`src/rtl/fp_normalize_pack_pkg.sv`:
```
`default_nettype none
// ============================================================================
// Module      : fp_normalize_pack_pkg
// Description : Shared float encoding types and constants for the FP path.
// Revision    : 1.0 - initial release
// ============================================================================
package fp_normalize_pack_pkg;

    typedef struct packed {
        logic        sign;
        logic [7:0]  exp;
        logic [22:0] frac;
    } float_t;

    localparam int          FP_BIAS      = 127;
    localparam logic [7:0]  FP_EXP_MAX   = 8'hFF;
    localparam logic [31:0] FP_CANON_NAN = 32'h7FC0_0000;

    typedef enum logic [1:0] {
        ST_IDLE  = 2'd0,
        ST_NORM  = 2'd1,
        ST_ROUND = 2'd2,
        ST_DONE  = 2'd3
    } fpnorm_state_t;

endpackage
`default_nettype wire

```
`src/rtl/fp_normalize_pack_round.sv`:
```
`default_nettype none
// ============================================================================
// Module      : fp_round_rne
// Description : Combinational round-to-nearest-even and IEEE flag generation.
// Revision    : 1.0 - initial release
// ============================================================================
module fp_round_rne
    import fp_normalize_pack_pkg::*;
#(
    parameter int MW = 28,
    parameter int XW = 11
) (
    input  logic                 i_sign,
    input  logic signed [XW-1:0] i_exp,
    input  logic [MW-1:0]        i_mant,
    output float_t               o_float,
    output logic                 o_overflow,
    output logic                 o_underflow,
    output logic                 o_inexact
);

    localparam int UW = MW - 3;
    localparam logic signed [XW-1:0] c_exp_one = XW'(1);
    localparam logic signed [XW-1:0] c_exp_inf = XW'(FP_EXP_MAX);

    logic                 w_inc;
    logic [UW-1:0]        w_upper;
    logic                 w_carry;
    logic                 w_hidden;
    logic [22:0]          w_frac;
    logic signed [XW-1:0] w_exp_r;

    always_comb begin
        w_inc    = i_mant[2] & (i_mant[1] | i_mant[0] | i_mant[3]);
        // Only bits [MW-1:3] take the increment; bit MW-1 is clear on entry so
        // the top bit of the sum is the round carry.
        w_upper  = i_mant[MW-1:3] + {{(UW-1){1'b0}}, w_inc};
        w_carry  = w_upper[UW-1];
        w_hidden = w_carry | w_upper[UW-2];
        w_frac   = w_carry ? w_upper[UW-2:1] : w_upper[UW-3:0];
        w_exp_r  = w_carry ? (i_exp + c_exp_one) : i_exp;

        o_inexact  = |i_mant[2:0];
        o_overflow = (w_exp_r >= c_exp_inf);

        o_float.sign = i_sign;
        if (o_overflow) begin
            o_float.exp  = FP_EXP_MAX;
            o_float.frac = '0;
        end else begin
            o_float.exp  = w_hidden ? w_exp_r[7:0] : 8'd0;
            o_float.frac = w_frac;
        end
        o_underflow = o_inexact & ~o_overflow & ~w_hidden;
    end

endmodule
`default_nettype wire

```
`src/rtl/fp_normalize_pack.sv`:
```
`default_nettype none
// ============================================================================
// Module      : fp_normalize_pack
// Description : Multi-cycle normalize / RNE round / pack to IEEE-754 single.
// Revision    : 1.0 - initial release
// ============================================================================
module fp_normalize_pack
    import fp_normalize_pack_pkg::*;
#(
    parameter int MW         = 28,
    parameter int EW         = 10,
    parameter int MAX_RSHIFT = 30
) (
    input  logic          clk,
    input  logic          reset_n,
    input  logic          in_valid,
    output logic          in_ready,
    input  logic          in_sign,
    input  logic [EW-1:0] in_exp,
    input  logic [MW-1:0] in_mant,
    input  logic          in_nan,
    input  logic          in_inf,
    output logic          out_valid,
    input  logic          out_ready,
    output logic [31:0]   out_float,
    output logic          out_overflow,
    output logic          out_underflow,
    output logic          out_inexact
);

    localparam int XW = EW + 1;
    localparam int CW = $clog2(MAX_RSHIFT + 1);
    localparam logic signed [XW-1:0] c_exp_one = XW'(1);

    fpnorm_state_t        state_q, state_d;
    logic                 sign_q, sign_d;
    logic signed [XW-1:0] exp_q, exp_d;
    logic [MW-1:0]        mant_q, mant_d;
    logic [CW-1:0]        rcnt_q, rcnt_d;
    float_t               float_q, float_d;
    logic                 ovf_q, ovf_d;
    logic                 unf_q, unf_d;
    logic                 inx_q, inx_d;

    float_t               w_rnd_float;
    logic                 w_rnd_ovf;
    logic                 w_rnd_unf;
    logic                 w_rnd_inx;

    fp_round_rne #(
        .MW (MW),
        .XW (XW)
    ) u_round (
        .i_sign      (sign_q),
        .i_exp       (exp_q),
        .i_mant      (mant_q),
        .o_float     (w_rnd_float),
        .o_overflow  (w_rnd_ovf),
        .o_underflow (w_rnd_unf),
        .o_inexact   (w_rnd_inx)
    );

    always_comb begin
        state_d = state_q;
        sign_d  = sign_q;
        exp_d   = exp_q;
        mant_d  = mant_q;
        rcnt_d  = rcnt_q;
        float_d = float_q;
        ovf_d   = ovf_q;
        unf_d   = unf_q;
        inx_d   = inx_q;

        case (state_q)
            ST_IDLE: begin
                if (in_valid) begin
                    sign_d = in_sign;
                    exp_d  = {in_exp[EW-1], in_exp};
                    mant_d = in_mant;
                    rcnt_d = '0;
                    ovf_d  = 1'b0;
                    unf_d  = 1'b0;
                    inx_d  = 1'b0;
                    if (in_nan) begin
                        float_d = FP_CANON_NAN;
                        state_d = ST_DONE;
                    end else if (in_inf) begin
                        float_d = {in_sign, FP_EXP_MAX, 23'd0};
                        state_d = ST_DONE;
                    end else if (in_mant == '0) begin
                        float_d = {in_sign, 31'd0};
                        state_d = ST_DONE;
                    end else begin
                        state_d = ST_NORM;
                    end
                end
            end
            ST_NORM: begin
                if (mant_q[MW-1]) begin
                    mant_d = {1'b0, mant_q[MW-1:2], mant_q[1] | mant_q[0]};
                    exp_d  = exp_q + c_exp_one;
                end else if (exp_q < c_exp_one) begin
                    // Deep underflow: everything has become sticky, stop shifting.
                    if (rcnt_q == CW'(MAX_RSHIFT)) begin
                        mant_d = {{(MW-1){1'b0}}, |mant_q};
                        exp_d  = c_exp_one;
                    end else begin
                        mant_d = {1'b0, mant_q[MW-1:2], mant_q[1] | mant_q[0]};
                        exp_d  = exp_q + c_exp_one;
                        rcnt_d = rcnt_q + 1'b1;
                    end
                end else if (!mant_q[MW-2] && (exp_q > c_exp_one)) begin
                    mant_d = {mant_q[MW-2:0], 1'b0};
                    exp_d  = exp_q - c_exp_one;
                end else begin
                    state_d = ST_ROUND;
                end
            end
            ST_ROUND: begin
                float_d = w_rnd_float;
                ovf_d   = w_rnd_ovf;
                unf_d   = w_rnd_unf;
                inx_d   = w_rnd_inx;
                state_d = ST_DONE;
            end
            ST_DONE: begin
                if (out_ready) begin
                    state_d = ST_IDLE;
                end
            end
            default: state_d = ST_IDLE;
        endcase
    end

    always_ff @(posedge clk or negedge reset_n) begin
        if (!reset_n) begin
            state_q <= ST_IDLE;
            sign_q  <= 1'b0;
            exp_q   <= '0;
            mant_q  <= '0;
            rcnt_q  <= '0;
            float_q <= '0;
            ovf_q   <= 1'b0;
            unf_q   <= 1'b0;
            inx_q   <= 1'b0;
        end else begin
            state_q <= state_d;
            sign_q  <= sign_d;
            exp_q   <= exp_d;
            mant_q  <= mant_d;
            rcnt_q  <= rcnt_d;
            float_q <= float_d;
            ovf_q   <= ovf_d;
            unf_q   <= unf_d;
            inx_q   <= inx_d;
        end
    end

    assign in_ready      = (state_q == ST_IDLE);
    assign out_valid     = (state_q == ST_DONE);
    assign out_float     = float_q;
    assign out_overflow  = ovf_q;
    assign out_underflow = unf_q;
    assign out_inexact   = inx_q;

endmodule
`default_nettype wire

```
`config.mk`:
```
export PLATFORM = sky130hd
export DESIGN_NAME = fp_normalize_pack
export DESIGN_NICKNAME = d
export VERILOG_FILES = /design/src/rtl/fp_normalize_pack_pkg.sv /design/src/rtl/fp_normalize_pack_round.sv /design/src/rtl/fp_normalize_pack.sv
export SDC_FILE = /design/constraint.sdc
export NUM_CORES = 1
export LEC_CHECK = 0
export CELL_PAD_IN_SITES_DETAIL_PLACEMENT = 0
export CELL_PAD_IN_SITES_GLOBAL_PLACEMENT = 2
export CORE_MARGIN = 3
export CORE_UTILIZATION = 35
export CTS_CLUSTER_SIZE = 40
export DETAILED_ROUTE_END_ITERATION = 16
export PLACE_DENSITY_LB_ADDON = 0.12
export SLEW_MARGIN = 20
export SYNTH_ARGS = -nofsm -noshare
export SYNTH_HDL_FRONTEND = slang
export SYNTH_SLANG_ARGS = --single-unit
```
`constraint.sdc`:
```
create_clock -name clk -period 7.7 [get_ports clk]
set_input_delay 1.925 -clock clk [delete_from_list [all_inputs] [get_ports clk]]
set_output_delay 1.925 -clock clk [all_outputs]
set_load 0.1 [all_outputs]
```
# Word level (Yosys, flattened, before mapping)
# Cells that the tools add are included.
totals:
  reg_bits: 82
  input_bits: 45
  elab_cells: 94
classes:
  addsub: 4
  n_lt_le_gt_ge: 3
  n_eq_ne: 13
  mux: 39
  bitwise: 8
  reduce_logical: 15
op_table:
  columns: ["op", "count"]
  rows:
  - ["2-to-1 mux 32 bit", 4]
  - ["2-to-1 mux 28 bit", 4]
  - ["2-to-1 mux 11 bit", 6]
  - ["case mux 32 bit (2 select lines)", 1]
  - ["case mux 28 bit (2 select lines)", 1]
  - ["2-to-1 mux 31 bit", 1]
  - ["zero test 28 bit", 1]
  - ["OR reduction 28 bit", 1]
  - ["2-to-1 mux 26 bit", 1]
  - ["adder 25 x 1 -> 25 bit", 1]
  - ["2-to-1 mux 23 bit", 1]
  - ["case mux 11 bit (2 select lines)", 1]
  - ["2-to-1 mux 5 bit", 4]
  - ["2-to-1 mux 2 bit", 8]
  - ["!= test 2 bit, second input constant", 6]
  - ["adder 11 x 2 -> 11 bit, second input constant", 1]
  - [">= comparator 11 x 9 -> 1 bit, second input constant", 1]
  - ["> comparator 11 x 2 -> 1 bit, second input constant", 1]
  - ["less-than comparator 11 x 2 -> 1 bit, second input constant", 1]
  - ["subtractor 11 x 2 -> 11 bit, second input constant", 1]
  - ["case mux 5 bit (2 select lines)", 1]
  - ["AND reduction 5 bit", 2]
  - ["2-to-1 mux 8 bit", 1]
  - ["case mux 2 bit (4 select lines)", 1]
  - ["19 further kinds", 31]

# Depth between registers and ports, before layout
# Gate-level depths: netlist of run 1.
logic_depth:
  ltp_word: 10
  depth_mapped: 14
  depth_no_buf: 9

# Modules after synthesis
# A second synthesis of run 1 with hierarchy kept.
unflattened:
  hier_cells: 731
  area_unflattened_um2: 6338.6
modules_own_cells:
  columns: ["mod", "n_inst", "cells_per_inst", "area_per_inst_um2", "seq_area_each_um2"]
  rows:
  - ["fp_normalize_pack", 1, 496, 4725.8, 2052.0]
  - ["fp_round_rne", 1, 235, 1612.8, 0.0]

# Worst setup path after synthesis of run 1
# No wires, ideal clock.
synth_path:
  kind: "in2reg"
  from: "input port in_mant[19]"
  to: "register float_q, in the netlist out_float[0]"
  setup_ns: 0.069
  t_arrival_ns: 3.691
  slack_ns: 3.940
  path_stages: 8
  path_buffers: 1
  path_cell_list: "nor4_1 nand4_1 o21ai_0 a31oi_1 a311o_1 o32ai_2 buf_2 a22o_1"
synth_via:
  elab_chain_cells: 3
synth_rtl:
  columns: ["item", "line", "source"]
  rows:
  - ["start: declaration", "fp_normalize_pack.sv:20", "input logic [MW-1:0] in_mant,"]
  - ["zero test 28 bit", "fp_normalize_pack.sv:90", "end else if (in_mant == '0) begin"]
  - ["!= test 4 x 1 -> 1 bit (no line)", null, null]
  - ["AND reduction 3 bit (no line)", null, null]
  - ["end signal: assignment", "fp_normalize_pack.sv:152", "float_q <= float_d;"]
  - ["end: declaration", "fp_normalize_pack.sv:40", "float_t float_q, float_d;"]
# Every way passes these cells.
# A chain may end at the register's enable or synchronous reset.

# Worst setup path in the final report of run 1
layout_path:
  from: "input port in_mant[20]"
  to: "register float_q, in the netlist out_float[24]"
# Same word-level chain as after synthesis.

==> Flow_metrics.wiki, run 1 <==
{| class="wikitable"
! Metric !! Value
|-
| GRT Total Usage || 21.34%
|-
| Number of enable-type register cells in the synthesized netlist || 0
|-
| Avg Inst Size Synth || 8.051 um^2
|-
| Clock insertion delay at the later pin of the skew report || 350 ps
|-
| Clock tree skew after final layout || approximately 13 ps
|-
| Total Routed Length || between 15000 and 20000 um
|-
| Grt ovf || 0
|-
| Die Outline Area || 0.01870 mm^2
|-
| Leakage power total || 0.002734 uW
|-
| Hold-fix buffers, CTS || 0
|-
| Combined flip-flop and latch cell area || approximately 0.0021 mm^2
|-
| Fraction of layout cells with a size suffix above 1 || 5.222%
|-
| Clock transition at the registers of the reported paths || 60 ps
|-
| Most numerous cell types in the synthesized netlist || sky130_fd_sc_hd__nand2_1 (111), sky130_fd_sc_hd__dfrtp_1 (82), sky130_fd_sc_hd__nor2_1 (65)
|-
| Number of H-tree branching levels || 3
|-
| Diodes inserted || 0
|-
| Crit path required time || 7970 ps
|-
| Cell variety after synth || 67
|-
| Area growth syn-to-layout || 18.95%
|-
| Most instantiated library cell after synthesis || sky130_fd_sc_hd__nand2_1
|-
| Routed via count || 5876
|-
| Total Power Consumption || 3678 uW
|-
| Slew HR || 27.12%
|-
| Data arrival time of the worst path || about 5200 ps
|-
| Count of fill cells added during filler insertion || between 1.5k and 2k
|-
| Critical path peak fanout || 37
|-
| Vias in the first global route || 5366
|-
| Sequential fraction of the synthesis area || 34.30%
|-
| Number of buffers added by the clock tree synthesis step || 9
|-
| Rows || 47
|-
| Final estimated routing congestion in global placement || around 0.85
|-
| Root Buffer || sky130_fd_sc_hd__clkbuf_16
|-
| Cell accounting for the most synthesized area || sky130_fd_sc_hd__dfrtp_1
|-
| RSZ-0062 raised after global routing || false
|-
| Kind of end point of the critical path || flop
|-
| Final critical delay including setup and external delays || 4912 ps
|-
| Met3 routed WL || 842 um
|-
| Largest net degree at the start of global routing || 77
|-
| Cell area after synthesis || 0.005982 mm^2
|-
| Non-filler cells, final || 986
|-
| Number of failing setup endpoints in the final timing report || 0
|-
| Power per standard cell area || 516.9 mW/mm^2
|-
| First-pass GRT wire length || around 31000 um
|-
| Die Width || between 100 and 150 um
|-
| Slew Viols, Final || 0
|-
| Hold Worst Slack || 489.5 ps
|-
| Status || completed
|-
| Drt initial violations || a little over 500
|-
| Worst IR Drop VDD || 579.0 uV
|-
| CTS-repair resized insts || 0
|-
| Synth async-reset ratio || 100.0%
|-
| Multi-input gate area in the final layout || 0.003511 mm^2
|-
| Kind of launch point of the worst setup path || input pin
|-
| Average via count per standard cell || between 5 and 6
|-
| Floorplan core area || 0.01664 mm^2
|-
| Average routed wire per standard cell || 19.88 um
|-
| Total half-perimeter wirelength after legalization and detailed placement || 14020 um
|-
| Post-synthesis net count || 798
|-
| Met1 Wirelength || 10220 um
|-
| TNS Setup || 0 ps
|-
| Number of warnings printed during yosys synthesis || 0
|-
| TritonRoute pass-1 iters || 5
|-
| Topmost layer with routed signal wires || met4
|-
| Top post-synthesis cells by area || sky130_fd_sc_hd__dfrtp_1 (34%), sky130_fd_sc_hd__nand2_1 (7.0%), sky130_fd_sc_hd__a221oi_1 (5.3%), sky130_fd_sc_hd__nor2_1 (4.1%), sky130_fd_sc_hd__o31ai_1 (3.6%)
|-
| Met2 Routed Length || 8130 um
|-
| Number of post-CTS setup repair buffers || 0
|-
| Number of sinks driven by the clock tree || 82
|-
| Height of the die || 136.7 um
|-
| Post-synthesis register bit count || 82
|-
| Post-detailed-route count of antenna-violating nets || 0
|-
| Starting utilization of the core area || 35.94%
|-
| DRC errors left || 0
|-
| Number of antenna violations at the first check in global routing || 0
|-
| Final layout net count || 816
|-
| Top_reg_cell synth || sky130_fd_sc_hd__dfrtp_1
|-
| Worst min path class || reg -> reg
|-
| Number of top-level pins || 82
|-
| Cell total after placement || 970
|-
| MaxCap Viol Count || 0
|-
| Worst R2R Path Depth || 10
|-
| TritonCTS clock tree || done
|-
| Min-Delay Path Depth || 2
|-
| Final Hold Violating Endpoints || 0
|-
| Synthesized instance count || 743
|-
| Path type of the worst setup path || in -> reg
|-
| Max Buffers Root-to-Sink || 2
|-
| Achievable Freq || 203.6 MHz
|-
| Transition time at the pin with the least slew margin || 1083 ps
|-
| Yosys top cell area share || about 34%
|-
| IO Port Bufs || 81
|-
| Fraction of the cycle the final worst path needs || 63.79%
|}
==> routing by layer <==
metal  GRT usage (%)  up-vias
met5               0        -
met4           6.999        0
met3           2.500       21
met2           28.67      157
met1           34.57     2880
li1                -     2818
==> worst paths after layout <==
| check | start | to | slack (ps) |
|---|---|---|---|
| worst max-delay path | in_mant[20] | out_float[24] | 2790 |
| worst min-delay path | out_float[31] | out_float[31] | 490 |
| worst max register to register | mant_q[2] | out_float[22] | 3640 |
| worst min register to register | out_float[31] | out_float[31] | 490 |
| max in group asynchronous | reset_n | sign_q | 5140 |
| min in group asynchronous | reset_n | out_float[29] | 1500 |
==> worst max-delay path, stage by stage <==
cell                              delay, ps
sky130_fd_sc_hd__clkdlybuf4s50_1        420
sky130_fd_sc_hd__nor4_1                 560
sky130_fd_sc_hd__nand4_1                160
sky130_fd_sc_hd__o21ai_0                410
sky130_fd_sc_hd__a31oi_4                450
sky130_fd_sc_hd__a211oi_1               930
sky130_fd_sc_hd__a221oi_1               180
sky130_fd_sc_hd__nand2_1                130
==> area by class of cell <==
cell class,count,area share [%]
clock buffers,11,3.552
flip-flops and latches,82,28.84
multi-input cells,560,49.34
well taps,220,3.868
inverters,19,1.002
clock inverters,5,1.196
repair buffers,89,12.20
==> metrics by stage <==
step	utilization, %	cell area (um^2)	setup slack (ps)
6_report	42.76	7116	2788
5_1_grt	42.76	7116	2487
4_1_cts	42.73	7112	2819
3_5_place_dp	40.70	6774	2457
3_3_place_gp	40.70	6774	2666
2_1_floorplan	-	5982	3940
==> state kept, by name, summed over array words and instances, names as in the netlist <==
| signal | count |
|---|---|
| out_float | 32 |
| mant_q | 28 |
| exp_q | 11 |
| rcnt_q | 5 |
| state_q | 2 |
| out_inexact | 1 |
| out_overflow | 1 |
| out_underflow | 1 |
| sign_q | 1 |
==> cells in the final DEF (no fill, tap or decap), types with 9 or more instances in the layout <==
master	netlist	final
sky130_fd_sc_hd__a32o_1	13	13
sky130_fd_sc_hd__o211ai_1	9	9
sky130_fd_sc_hd__and3_1	11	11
sky130_fd_sc_hd__clkdlybuf4s50_1	0	80
sky130_fd_sc_hd__nor2_1	65	64
sky130_fd_sc_hd__nand2_1	111	111
sky130_fd_sc_hd__a22o_1	11	11
sky130_fd_sc_hd__nor3_1	23	23
sky130_fd_sc_hd__inv_1	18	18
sky130_fd_sc_hd__buf_4	6	9
sky130_fd_sc_hd__nor4_1	18	17
sky130_fd_sc_hd__dfrtp_1	82	82
sky130_fd_sc_hd__nand4_1	15	15
sky130_fd_sc_hd__a221oi_1	36	36
sky130_fd_sc_hd__clkbuf_16	0	9
sky130_fd_sc_hd__ha_1	10	9
sky130_fd_sc_hd__o21ai_0	43	43
sky130_fd_sc_hd__xnor2_1	21	21
sky130_fd_sc_hd__o31ai_1	29	29
sky130_fd_sc_hd__a21oi_1	22	22
sky130_fd_sc_hd__nand3_1	20	20
==> kinds of logic (layout without fill, tap and decap cells) <==
kind of cell,count (synthesis),count (layout),share of synthesized area [%]
buffers and inverters,101,124,7.488
DFF,82,82,34.30
adders and majority gates,10,10,2.092
and+or+nand+nor,288,288,22.32
AOI/OAI and AO/OA,227,227,28.53
muxes,6,6,1.025
xor gates and xnor gates,29,29,4.246
==> power breakdown <==
part	internal, uW	leakage, uW	total (uW)	switching, uW
sequential	634	0.00105	994	360
clock	304	0.000162	496	192
combinational	669	0.00152	2190	1520
Power figures use the tool's default switching activity.
==> run 2, diff against run 1 <==
CORE_UTILIZATION = 30   (was 35)
clock period = 4.3 ns   (was 7.7 ns; I/O delays follow)
==> run 2 against run 1 <==
Compared with the run above:
- register-to-register slack worse by 2800 ps
- power up 81%
- non-clock buffer count is 17 higher
- global-route usage decreased by 2.6 points
- hold slack better by 7.9 ps
- core utilization shrank 5.4 points
- sequential cell count did not move
- cell count rose by 6.2%
- die area up 16%
- final area up 2.6%
- routed wire length grew 5.0%
- highest routed layer unchanged
==> Flow_metrics.wiki, run 2 (synthesis gave the netlist of run 1 again) <==
{| class="wikitable"
! Metric !! Value
|-
| RSZ-0062 raised after global routing || false
|-
| Number of H-tree branching levels || 3
|-
| Slew Viols, Final || 0
|-
| Setup crit end || out_float[14]
|-
| Worst IR Drop VDD || 449.7 uV
|-
| Total Routed Length || 20590 um
|-
| Final estimated routing congestion in global placement || roughly 0.87
|-
| Leakage power total || 0.002821 uW
|-
| Pre-CTS worst setup slack || 480.0 ps
|-
| Routed via count || 5982
|-
| Achievable Freq || 287.5 MHz
|-
| Largest net degree at the start of global routing || 55
|-
| Count of fill cells added during filler insertion || 2051
|-
| Number of sinks driven by the clock tree || 82
|-
| Startpoint of the worst register-to-register path || mant_q[2]
|-
| Diodes inserted || 0
|-
| Floorplan core area || a little under 0.02 mm^2
|-
| Rows || 51
|-
| Clock tree skew after final layout || 12.32 ps
|-
| Power per standard cell area || just over 900 mW/mm^2
|-
| Post-detailed-route count of antenna-violating nets || 0
|-
| Area growth syn-to-layout || 22.00%
|-
| IO Port Bufs || between 80 and 90
|-
| Worst R2R Path Depth || 10
|-
| Worst setup startpoint || mant_q[2]
|-
| Number of top-level pins || a little over 80
|-
| Hold-fix buffers, CTS || 0
|-
| Commonest non-fill, non-tap cells in the layout || sky130_fd_sc_hd__nand2_1 (111), sky130_fd_sc_hd__dfrtp_1 (82), sky130_fd_sc_hd__clkdlybuf4s50_1 (79), sky130_fd_sc_hd__nor2_1 (64), sky130_fd_sc_hd__o21ai_0 (43)
|-
| Final layout net count || 833
|-
| Transition time at the pin with the least slew margin || 982.5 ps
|-
| MaxCap Viol Count || 0
|-
| TritonRoute pass-1 iters || 5
|-
| Path type of the worst setup path || reg -> reg
|-
| Largest register FFs || 32
|-
| Average routed wire per standard cell || between 15 and 20 um
|-
| Final critical delay including setup and external delays || 3478 ps
|-
| CTS-repair resized insts || 0
|-
| Drt initial violations || 458
|-
| Clock transition at the registers of the reported paths || 70 ps
|-
| Clock insertion delay at the later pin of the skew report || about 350 ps
|-
| Number of buffers added by the clock tree synthesis step || 9
|-
| Average via count per standard cell || 5.713
|-
| Starting utilization of the core area || 30.64%
|-
| Final Hold Violating Endpoints || 0
|-
| TritonCTS clock tree || done
|-
| Grt ovf || 0
|-
| Height of the die || 147.2 um
|-
| Number of post-CTS setup repair buffers || 0
|-
| Final critical-path setup slack || 822.2 ps
|-
| Die Width || roughly 150 um
|-
| Capture point of the worst reg-to-reg path || out_float[14]
|-
| Combined flip-flop and latch cell area || 0.002052 mm^2
|-
| Total half-perimeter wirelength after legalization and detailed placement || about 15000 um
|-
| Number of antenna violations at the first check in global routing || 0
|-
| First-pass GRT wire length || 32710 um
|-
| Kind of launch point of the worst setup path || flop
|-
| Die Outline Area || around 0.022 mm^2
|-
| Kind of end point of the critical path || flop
|-
| GRT Total Usage || about a fifth
|-
| Max incr delay on CP || approximately 560 ps
|-
| Worst setup slack for register-to-register paths || 820 ps
|-
| Fraction of layout cells with a size suffix above 1 || 7.161%
|-
| DRC errors left || 0
|-
| Root Buffer || sky130_fd_sc_hd__clkbuf_16
|-
| Slew HR || 34.29%
|-
| Number of failing setup endpoints in the final timing report || 0
|-
| Ordered cell list for the critical path || and2_1 > ha_1 > nand4_1 > or2_1 > nor3_2 > o211ai_1 > a2111oi_4 > o32ai_2 > buf_12 > a32o_1
|-
| TNS Setup || 0 ps
|-
| Status || completed
|-
| Critical path peak fanout || 22
|-
| Most common cell after layout, fill and taps aside || sky130_fd_sc_hd__nand2_1
|-
| Max Buffers Root-to-Sink || 2
|-
| Crit path required time || between 4000 and 5000 ps
|-
| Fraction of the cycle the final worst path needs || 80.88%
|-
| Data arrival time of the worst path || 3720 ps
|-
| Worst min path class || reg -> reg
|-
| Vias in the first global route || 5732
|-
| Multi-input gate area in the final layout || 0.003510 mm^2
|-
| CP max-delay cell || sky130_fd_sc_hd__a2111oi_4
|}
## run 2: cell count changes in the layout (fill, tap and decap cells not counted), sizes merged
| cell | before | now |
|---|---|---|
| clkbuf | 11 | 9 |
| clkinv | 2 | 3 |
| buf | 9 | 27 |
| clkdlybuf4s50 | 80 | 79 |
## run 2: worst min-delay path by stage
stage / start / end / slack (ps) / depth (start not counted)
2_1_floorplan: sign_q / sign_q / 480 / 1
5_1_grt: out_float[13] / out_float[13] / 530 / 1
6_report: out_float[31] / out_float[31] / 500 / 2
4_1_cts: out_float[31] / out_float[31] / 490 / 2
3_5_place_dp: out_float[31] / out_float[31] / 480 / 2
3_3_place_gp: out_float[31] / out_float[31] / 470 / 2
## run 2: layout make-up
type	count	share of cell area, %
Sequential cell	82	28.12
Multi-Input combinational cell	560	48.09
Clock buffer	9	3.086
Timing Repair Buffer	106	13.96
Clock inverter	6	1.234
Tap cell	265	4.543
Inverter	19	0.9772
## run 2: power by group
group	switching, uW	total (uW)	internal [uW]
combinational	2810	4080	1270
clock	343	851	508
sequential	592	1730	1140
total	3750	6660	2920
## run 2: through the flow
stage,hold slack [ps],utilization [%],power [uW],instance area (um^2),instances
after floorplan,480.3,-,4708,5982,743
after global placement,469.0,35.76,5776,6983,1032
after global routing,525.1,37.38,7124,7298,1047
after CTS,495.0,37.38,6698,7298,1047
final,497.4,37.38,6663,7298,1047
after detailed placement,482.1,35.76,5822,6983,1032
## run 2: worst max-delay path, delay by kind of cell, from the launching register on
| kind | cells | cell delay (ps) |
|---|---|---|
| AOI/OAI and AO/OA | 4 | 1180 |
| adders and majority gates | 1 | 240 |
| buffers and inverters | 1 | 200 |
| DFF | 1 | 340 |
| and+or+nand+nor | 4 | 1390 |
## run 2: metal layers
layer	GRT usage, %	vias to the layer above	share of wire, %
met3	2.591	24	4.5
met1	28.84	2917	50
li1	-	2857	-
met2	27.12	184	43
met4	5.871	0	1.9
met5	0	-	0
